===== src/rtl/cvp14_pkg.sv =====
// Purpose: shared constants and types for the CVP14 vector load/store sequencer.
// Latency: n/a (types and constants only).
// Backpressure: n/a.
//
// Contents: vld/vst opcodes, default geometry, Op encoding, FSM state encoding,
// and an index-width helper used by the address generator.
package cvp14_pkg;

  // Decoder opcodes that map onto this block's Op input.
  localparam logic [3:0] OPC_VLD = 4'b0100;
  localparam logic [3:0] OPC_VST = 4'b0101;

  // Default vector geometry.
  localparam int unsigned ELEMS_DEF = 16;
  localparam int unsigned DW_DEF    = 16;
  localparam int unsigned AW_DEF    = 16;

  // Op input encoding.
  localparam logic OP_LOAD  = 1'b0;
  localparam logic OP_STORE = 1'b1;

  // Sequencer states. The op is carried by which of LOAD/STORE is active,
  // so no separate op register is kept after accept.
  typedef enum logic [2:0] {
    ST_IDLE  = 3'd0,
    ST_LOAD  = 3'd1,
    ST_LTAIL = 3'd2,
    ST_STORE = 3'd3,
    ST_DONE  = 3'd4
  } seq_state_t;

  // Width of an element index; at least one bit so a 1-element build still elaborates.
  function automatic int unsigned idx_width(input int unsigned n);
    return (n > 1) ? $clog2(n) : 1;
  endfunction

endpackage


===== src/rtl/vec_addr_gen.sv =====
// Purpose: per-element memory address generator for the vector sequencer.
// Latency: address for element 0 is registered on accept; each advance steps one element.
// Backpressure: none; advances only when the sequencer asserts i_adv.
//
// Ports:
//   i_clk, i_rst      clock, synchronous active-high reset
//   i_accept          command accepted: latch i_base / i_stride, clear the index
//   i_adv             step to the next element
//   i_base, i_stride  element-0 address and per-element stride
//   o_addr            registered address of the current element
//   o_last            current element is the final one (index ELEMS-1)
module vec_addr_gen
  import cvp14_pkg::*;
#(
  parameter int unsigned ELEMS = ELEMS_DEF,
  parameter int unsigned AW    = AW_DEF
) (
  input  logic          i_clk,
  input  logic          i_rst,
  input  logic          i_accept,
  input  logic          i_adv,
  input  logic [AW-1:0] i_base,
  input  logic [AW-1:0] i_stride,
  output logic [AW-1:0] o_addr,
  output logic          o_last
);

  localparam int unsigned IW = idx_width(ELEMS);

  logic [AW-1:0] r_addr;
  logic [AW-1:0] r_stride;
  logic [IW-1:0] r_idx;

  // Addresses are accumulated rather than multiplied: base + k*stride is reached by
  // adding the stride once per element. The AW-bit adder drops the carry, which is
  // exactly the modulo-2^AW wrap wanted at the top of memory.
  always_ff @(posedge i_clk) begin
    if (i_rst) begin
      r_addr   <= '0;
      r_stride <= '0;
      r_idx    <= '0;
    end else if (i_accept) begin
      r_addr   <= i_base;
      r_stride <= i_stride;
      r_idx    <= '0;
    end else if (i_adv) begin
      r_addr   <= r_addr + r_stride;
      r_idx    <= r_idx + IW'(1);
    end
  end

  assign o_addr = r_addr;
  assign o_last = (r_idx == IW'(ELEMS - 1));

endmodule


===== src/rtl/vec_mem_seq.sv =====
// Purpose: vector load/store sequencer moving ELEMS words between data memory and one vector register.
// Latency: load -> Done/VecWR 17 cycles after accept; store -> Done 16 cycles after accept.
// Backpressure: none; Start is only sampled in IDLE, a Start while Busy is dropped (not queued).
//
// Optional feature macro: STRIDE_EN (adds the Stride input; otherwise stride is fixed at 1).
//
// Ports:
//   Clk1, Reset        clock, synchronous active-high reset
//   Start, Op          command valid (IDLE only), 0 = load, 1 = store
//   BaseAddr           element-0 address
//   Stride             (STRIDE_EN only) per-element address step, latched at accept
//   VecIn              store source, element i at [DW*i +: DW], snapshotted at accept
//   VecOut, VecWR      load result and its one-cycle register-write strobe
//   Busy, Done         command in progress, one-cycle completion pulse
//   MemAddr, MemRD     memory address and read request (data returns next cycle)
//   MemWR, MemDataOut  memory write strobe and write data
//   MemDataIn          read data, valid the cycle after MemRD
module vec_mem_seq
  import cvp14_pkg::*;
#(
  parameter int unsigned ELEMS = ELEMS_DEF,
  parameter int unsigned DW    = DW_DEF,
  parameter int unsigned AW    = AW_DEF
) (
  input  logic                Clk1,
  input  logic                Reset,
  input  logic                Start,
  input  logic                Op,
  input  logic [AW-1:0]       BaseAddr,
`ifdef STRIDE_EN
  input  logic [AW-1:0]       Stride,
`endif
  input  logic [ELEMS*DW-1:0] VecIn,
  output logic [ELEMS*DW-1:0] VecOut,
  output logic                VecWR,
  output logic                Busy,
  output logic                Done,
  output logic [AW-1:0]       MemAddr,
  output logic                MemRD,
  output logic                MemWR,
  output logic [DW-1:0]       MemDataOut,
  input  logic [DW-1:0]       MemDataIn
);

  localparam int unsigned VW = ELEMS * DW;

  seq_state_t      r_state;
  logic            r_busy;
  logic            r_done;
  logic            r_vec_wr;
  logic            r_mem_rd;
  logic            r_mem_wr;
  logic [DW-1:0]   r_mem_dout;
  logic [VW-1:0]   r_vec_out;
  logic [VW-1:0]   r_buf;       // load assembly buffer, kept apart so VecOut holds until completion
  logic [VW-1:0]   r_snap;      // store snapshot, shifted down one element per write
  logic            r_cap_vld;   // MemDataIn carries read data this cycle

  logic            w_accept;
  logic            w_adv;
  logic            w_last;
  logic [AW-1:0]   w_stride;
  logic [AW-1:0]   w_addr;
  logic [VW-1:0]   w_buf_shift;

`ifdef STRIDE_EN
  assign w_stride = Stride;
`else
  assign w_stride = AW'(1);
`endif

  assign w_accept = (r_state == ST_IDLE) && Start;
  // Step the address while issuing, except on the final element so MemAddr holds it.
  assign w_adv    = ((r_state == ST_LOAD) || (r_state == ST_STORE)) && !w_last;

  // Read data enters at the top and shifts down; after ELEMS captures, element 0
  // (the first word returned) sits in the lowest slot, matching VecIn packing.
  assign w_buf_shift = {MemDataIn, r_buf[VW-1:DW]};

  vec_addr_gen #(
    .ELEMS (ELEMS),
    .AW    (AW)
  ) u_addr_gen (
    .i_clk    (Clk1),
    .i_rst    (Reset),
    .i_accept (w_accept),
    .i_adv    (w_adv),
    .i_base   (BaseAddr),
    .i_stride (w_stride),
    .o_addr   (w_addr),
    .o_last   (w_last)
  );

  always_ff @(posedge Clk1) begin
    if (Reset) begin
      r_state    <= ST_IDLE;
      r_busy     <= 1'b0;
      r_done     <= 1'b0;
      r_vec_wr   <= 1'b0;
      r_mem_rd   <= 1'b0;
      r_mem_wr   <= 1'b0;
      r_mem_dout <= '0;
      r_vec_out  <= '0;
      r_buf      <= '0;
      r_snap     <= '0;
      r_cap_vld  <= 1'b0;
    end else begin
      r_done    <= 1'b0;
      r_vec_wr  <= 1'b0;
      // A read issued this cycle returns data next cycle; capture one edge later.
      r_cap_vld <= r_mem_rd;
      if (r_cap_vld) begin
        r_buf <= w_buf_shift;
      end

      case (r_state)
        ST_IDLE: begin
          if (Start) begin
            r_busy <= 1'b1;
            if (Op == OP_STORE) begin
              r_state    <= ST_STORE;
              r_mem_wr   <= 1'b1;
              r_mem_dout <= VecIn[DW-1:0];
              r_snap     <= VecIn >> DW;
            end else begin
              r_state  <= ST_LOAD;
              r_mem_rd <= 1'b1;
            end
          end
        end

        ST_LOAD: begin
          if (w_last) begin
            r_state  <= ST_LTAIL;
            r_mem_rd <= 1'b0;
          end
        end

        // Waiting for the final element's read data; the completed vector is
        // published straight from the shift path so VecOut is whole with VecWR.
        ST_LTAIL: begin
          if (r_cap_vld) begin
            r_state   <= ST_DONE;
            r_done    <= 1'b1;
            r_vec_wr  <= 1'b1;
            r_vec_out <= w_buf_shift;
          end
        end

        ST_STORE: begin
          if (w_last) begin
            r_state  <= ST_DONE;
            r_mem_wr <= 1'b0;
            r_done   <= 1'b1;
          end else begin
            r_mem_dout <= r_snap[DW-1:0];
            r_snap     <= r_snap >> DW;
          end
        end

        // Busy stays high through the Done cycle so a Start here is ignored.
        ST_DONE: begin
          r_state <= ST_IDLE;
          r_busy  <= 1'b0;
        end

        default: begin
          r_state  <= ST_IDLE;
          r_busy   <= 1'b0;
          r_mem_rd <= 1'b0;
          r_mem_wr <= 1'b0;
        end
      endcase
    end
  end

  assign VecOut     = r_vec_out;
  assign VecWR      = r_vec_wr;
  assign Busy       = r_busy;
  assign Done       = r_done;
  assign MemAddr    = w_addr;
  assign MemRD      = r_mem_rd;
  assign MemWR      = r_mem_wr;
  assign MemDataOut = r_mem_dout;

endmodule


===== config.mk =====
export PLATFORM = sky130hd
export DESIGN_NAME = vec_mem_seq
export DESIGN_NICKNAME = d
export VERILOG_FILES = /design/src/rtl/cvp14_pkg.sv /design/src/rtl/vec_addr_gen.sv /design/src/rtl/vec_mem_seq.sv
export SDC_FILE = /design/constraint.sdc
export NUM_CORES = 2
export LEC_CHECK = 0
export CAP_MARGIN = 20
export CORE_MARGIN = 2
export CORE_UTILIZATION = 30
export DETAILED_ROUTE_END_ITERATION = 8
export HOLD_SLACK_MARGIN = 0.12
export PLACE_DENSITY_LB_ADDON = 0.2
export SYNTH_ARGS = -nofsm -noshare
export SYNTH_HDL_FRONTEND = slang
export SYNTH_HIERARCHICAL = 1
export SYNTH_SLANG_ARGS = --single-unit

===== constraint.sdc =====
create_clock -name Clk1 -period 2.3 [get_ports Clk1]
set_input_delay 0.46 -clock Clk1 [delete_from_list [all_inputs] [get_ports Clk1]]
set_output_delay 0.46 -clock Clk1 [all_outputs]
set_load 0.05 [all_outputs]

### Word-level counts from Yosys, hierarchy flattened

Cells that the tools add are included.

* equal/unequal tests: 12
* multiply operators: 0
* muxes and demuxes: 28
* bitwise operators: 4
* $lt $le $gt $ge: 0
* shift operators: 0
* divide/modulo/power cells: 0
* reductions and logical operators: 18
* add/sub/neg operators: 2

Operators by type and width (count)
* 2-to-1 mux 256 bit: 3
* case mux 256 bit (2 select lines): 1
* 2-to-1 mux 16 bit: 5
* case mux 16 bit (2 select lines): 1
* adder 16 x 1 -> 16 bit: 1
* AND reduction 4 bit: 4
* != test 2 bit, second input constant: 7
* 2-to-1 mux 3 bit: 4
* case mux 3 bit (4 select lines): 1
* OR reduction 3 bit: 3
* 2-to-1 mux 1 bit: 8
* equality test 3 x 2 -> 1 bit, second input constant: 2
* case mux 1 bit (3 select lines): 2
* adder 4 x 1 -> 4 bit, second input constant: 1
* equality test 4 bit, second input constant: 1
* inverter 1 bit: 4
* case mux 1 bit (2 select lines): 2
* AND reduction 2 bit: 2
* nonzero test 2 bit: 2
* OR reduction 2 bit: 2
* equality test 3 x 1 -> 1 bit, second input constant: 1
* equality test 3 bit, second input constant: 1
* logical NOT 3 bit: 1
* logical AND 1 bit: 2
* other kinds (3): 3

* bits in read-only memories: 0
* logic and storage cells: 78
* input bits: 292
* memories: 0
* bits in registers: 814
* memory bits (writable): 0
* latch bits: 0
* output and inout port bits: 293

### Longest topological paths before layout

* word-level depth: 5
* gate-level depth with buffers: 10
* depth with buffers taken out: 8

### Hierarchy

Netlist, hierarchy kept.

Modules (own cells, without submodules)
* vec_mem_seq: sequential area each 15234.6 um2, times used 1, area an instance 27761.6 um2, cells an instance 2531
* vec_addr_gen: sequential area each 720.7 um2, times used 1, area an instance 2159.6 um2, cells an instance 249

### Worst setup path after synthesis

Ideal clock, no wire load.

* kind: flip-flop to flip-flop
* start: reg u_addr_gen.r_addr[0], in the netlist u_addr_gen/o_addr[0]
* end: reg u_addr_gen.r_addr[6], in the netlist u_addr_gen/o_addr[6]
* setup slack: 74 ps
* arrival time: 2131 ps
* library setup time: 95 ps
* cell stages (with the launch flop): 8
* data required time: 2205 ps
* period minus slack after synthesis: 2226 ps
* path buffers: 0
* cells stage by stage: dfxtp_1 -> ha_1 -> fa_1 -> a21o_1 -> a221oi_1 -> xnor2_1 -> nand2_1 -> a221oi_1

* word-level cells in the longest chain between the ends: 3

RTL lines
* from (decl): line vec_addr_gen.sv:30 `logic [AW-1:0] r_addr;`
* from (signal assigned): line vec_addr_gen.sv:43 `r_addr <= i_base;`
* from (signal assigned): line vec_addr_gen.sv:47 `r_addr <= r_addr + r_stride;`
* adder 16 x 1 -> 16 bit: line vec_addr_gen.sv:47
* 2-to-1 mux 16 bit: line vec_addr_gen.sv:46 `end else if (i_adv) begin`
* 2-to-1 mux 16 bit: line vec_addr_gen.sv:42 `end else if (i_accept) begin`

No other way between the ends. The select of a mux whose other input is x is not followed.
A chain may end at the register's enable or synchronous reset.

### Worst setup path after layout

* start: reg r_vec_out[240], in the netlist VecOut[240]
* end: out VecOut[240]

RTL lines
* from (decl): line vec_mem_seq.sv:54 `logic [VW-1:0] r_vec_out;`
* from (signal assigned): line vec_mem_seq.sv:146 `r_vec_out <= w_buf_shift;`
* to (decl): line vec_mem_seq.sv:34 `output logic [ELEMS*DW-1:0] VecOut,`

No word-level cell between the ends.

==> impl_metrics.toml <==
[outcome]
status = "finished clean"

[finish]
multiInputGateArea_um2 = 12800
final_cell_mix = "dfxtp_1, nor2_1, mux2i_1, clkdlybuf4s50_1, dlygate4sd2_1"
fin_nets = 3667
ff_latch_area_um2 = 16000
final_common_cell = "dfxtp_1"
fillers = 9693
drive_above_1_share = 0.0993
syn_to_final_growth_pct = 35.5
fin_cells = 4721

[routing]
viasPerCell = 4.70
firstDrtPassIters = 5
postRouteAntennaNets = 0
drt_iter0_markers = 1200
vias = 22200
drc = 0
totalWireLength_mm = 93.7
routedWlPerCell_um = 19.8

[logic_synthesis]
synth_flop_cell = "dfxtp_1"
seq_area_frac_synth = 0.533
synth_edf_count = 0
synth_cells = 2780
synthArstFlopShare = 0
synth_cell_types = 56
yosysWarnings = 6
syn-cell-area_um2 = 29900
ys_ff_latch = 797
synth_area_per_cell_um2 = 10.8

[setup_path]
max_stage_delay_ps = 810
cp.required_ps = 1840
criticalPathCategory = "reg2out"
cp-end-kind = "output pin"
worstPathCellList = "clkdlybuf4s50_1"
cpMaxStageDelayCell = "clkdlybuf4s50_1"
worst-path-buf-inv = 1
ff2ff_setup_slack_ps = 120
cp_max_fo = 2
critPathLaunchType = "flip-flop"
cp_top_family = "buffers and inverters"
cp.arrival_ps = 1780

[clock_network]
cts_tree = "done"
cts.sink_count = 797
cts_buffers = 88
insertion_delay_ps = 650
root_buffer = "clkbuf_16"
htree_levels = 3
clock_path_buffers = 3
clk_pin_slew_ps = 60

[timing]
tightest_slew_ps = 887
period_share = 0.973
hold_viol = 0
fmax_ghz = 0.447
layout_setup_ws_ps = 62.4
max_slew_margin = 0.409
period_needed_ps = 2240
clock-skew-final_ps = 13.6
slew_viol_final = 0
setup_viol = 0

[die]
die_area_um2 = 102000
initial_core_util = 0.304
core_area_um2 = 98600
num_rows = 115
die_h_um = 320
io_pins = 585
die_x_um = 320

[global_route]
antenna_found_initial = 15
grt_overflow = 0
grt_max_degree = 148
grt_usage = 0.177
grt_pass1_vias = 21700
grt_pass1_wl_mm = 140

[hold_path]
hp-class = "in2reg"

[placed_design]
dp.cells = 4538
place_ws_ps = -112
place_congestion = 0.752
io_buffers = 584
hpwl_mm = 66.1

[pwr]
p_leak_nw = 17.6
vdd_drop_max_uv = 548
power.density_nw_per_um2 = 823

[flow_run]
drv_cap = 0
## logic make-up (layout without fill, tap and decap cells)
logic type | count (synthesis) | in the layout | share of synthesized area
flops | 797 | 797 | 0.533
simple gates | 610 | 611 | 0.0811
buf+inv | 247 | 876 | 0.0469
mux | 502 | 502 | 0.168
fa+ha+maj | 17 | 17 | 0.00736
other cells | 2 | 26 | 0.000251
compound gates | 591 | 591 | 0.159
xor+xnor | 14 | 14 | 0.00410
## flip-flops by register name (all words and copies together), names as in the netlist
register	count
VecOut	256
r_buf	240
r_snap	240
MemDataOut	16
u_addr_gen/o_addr	16
u_addr_gen/r_stride	16
u_addr_gen/r_idx	4
r_state	3
Busy	1
Done	1
MemRD	1
MemWR	1
VecWR	1
r_cap_vld	1
## layer usage
metal  routed length (um)  GRT usage  share of wire  vias to the layer above
met5                   55          0        0.00059                        -
met3                 6420     0.0621          0.069                      126
met2                45300      0.300           0.48                      450
met4                 2460     0.0557          0.026                        8
li1                     -          -              -                    11200
met1                39400      0.209           0.42                    10400
## final timing paths
check | startpoint | endpoint | cells after the start
worst max-delay path | VecOut[240] | VecOut[240] | 1
worst min-delay path | VecIn[253] | r_snap[237] | 2
worst max register to register | r_state[0] | u_addr_gen/o_addr[11] | 7
worst min register to register | r_buf[28] | VecOut[12] | 2
## area by class of cell
| type | instances | area share |
|---|---|---|
| sequential | 797 | 0.394 |
| multi-input combinational | 1751 | 0.315 |
| timing repair buffer | 712 | 0.175 |
| clock buffer | 133 | 0.0655 |
| tap | 1287 | 0.0397 |
| clock inverter | 23 | 0.00923 |
| inverter | 8 | 0.000803 |
| antenna | 10 | 0.000617 |
## metrics by stage
step	hold slack, ps	setup TNS (ps)	power [W]	util	cell area (um2)
floorplan	431	0	0.0174	-	30000
global placement	441	-16670	0.0189	0.379	37400
detailed placement	447	-11830	0.0189	0.379	37400
CTS	354	0	0.0337	0.407	40100
global route	370	-0.738	0.0348	0.411	40500
finish	410	0	0.0334	0.411	40500
## worst reg2reg max path, cell delays in order (launching register included)
cell and delay [ps]:
dfxtp_1 600, nor3b_4 340, buf_12 140, inv_4 20
or3_1 390, buf_4 200, o32a_1 340, nand3_1 80
## power breakdown
group / total (W) / leakage, nW / internal (W) / switching (W)
registers: 0.0148 / 6.47 / 0.0144 / 0.000363
logic: 0.00395 / 9.65 / 0.00184 / 0.00211
clock network: 0.0146 / 1.49 / 0.00887 / 0.00577
total: 0.0334 / 17.6 / 0.0251 / 0.00824
## synth_stat cells, types with 2 or more instances
cell type	instances	area, um2
a21o_1	3	22.5
xor2_1	7	61.3
buf_4	60	450
a22o_1	256	2240
nor4_1	2	12.5
buf_1	3	11.3
a211oi_1	226	1700
a221oi_1	3	26.3
and2_1	2	12.5
xnor2_1	7	61.3
ha_1	16	200
inv_1	7	26.3
nor3_1	10	50.1
nor2b_1	5	31.3
o211ai_1	4	30.0
nor3b_1	2	15.0
conb_1	2	7.51
nand2_1	49	184
a21oi_1	40	200
a2111oi_0	2	17.5
and3_1	4	25.0
nand4_1	7	43.8
nand3b_1	2	15.0
o221ai_1	3	26.3
o22ai_1	5	31.3
mux2i_1	502	5020
a211o_1	2	17.5
clkbuf_1	73	274
dfxtp_1	797	16000
a211oi_2	21	263
o21ai_0	8	40.0
nor2_1	514	1930
buf_2	83	415
nand3_1	4	20.0
buf_6	19	214
o21ai_1	2	10.0
nor2_2	2	12.5
a22oi_1	8	60.1
## timing repair
action	in CTS	in global routing
hold buffers	1	0
resized for setup	270	51
hold endpoints to repair	3	0
endpoints found under the setup margin	433	122
setup buffers	2	10
pin swaps	1	4
cloned	1	3
Note: power is estimated with default switching activity, not from simulation.
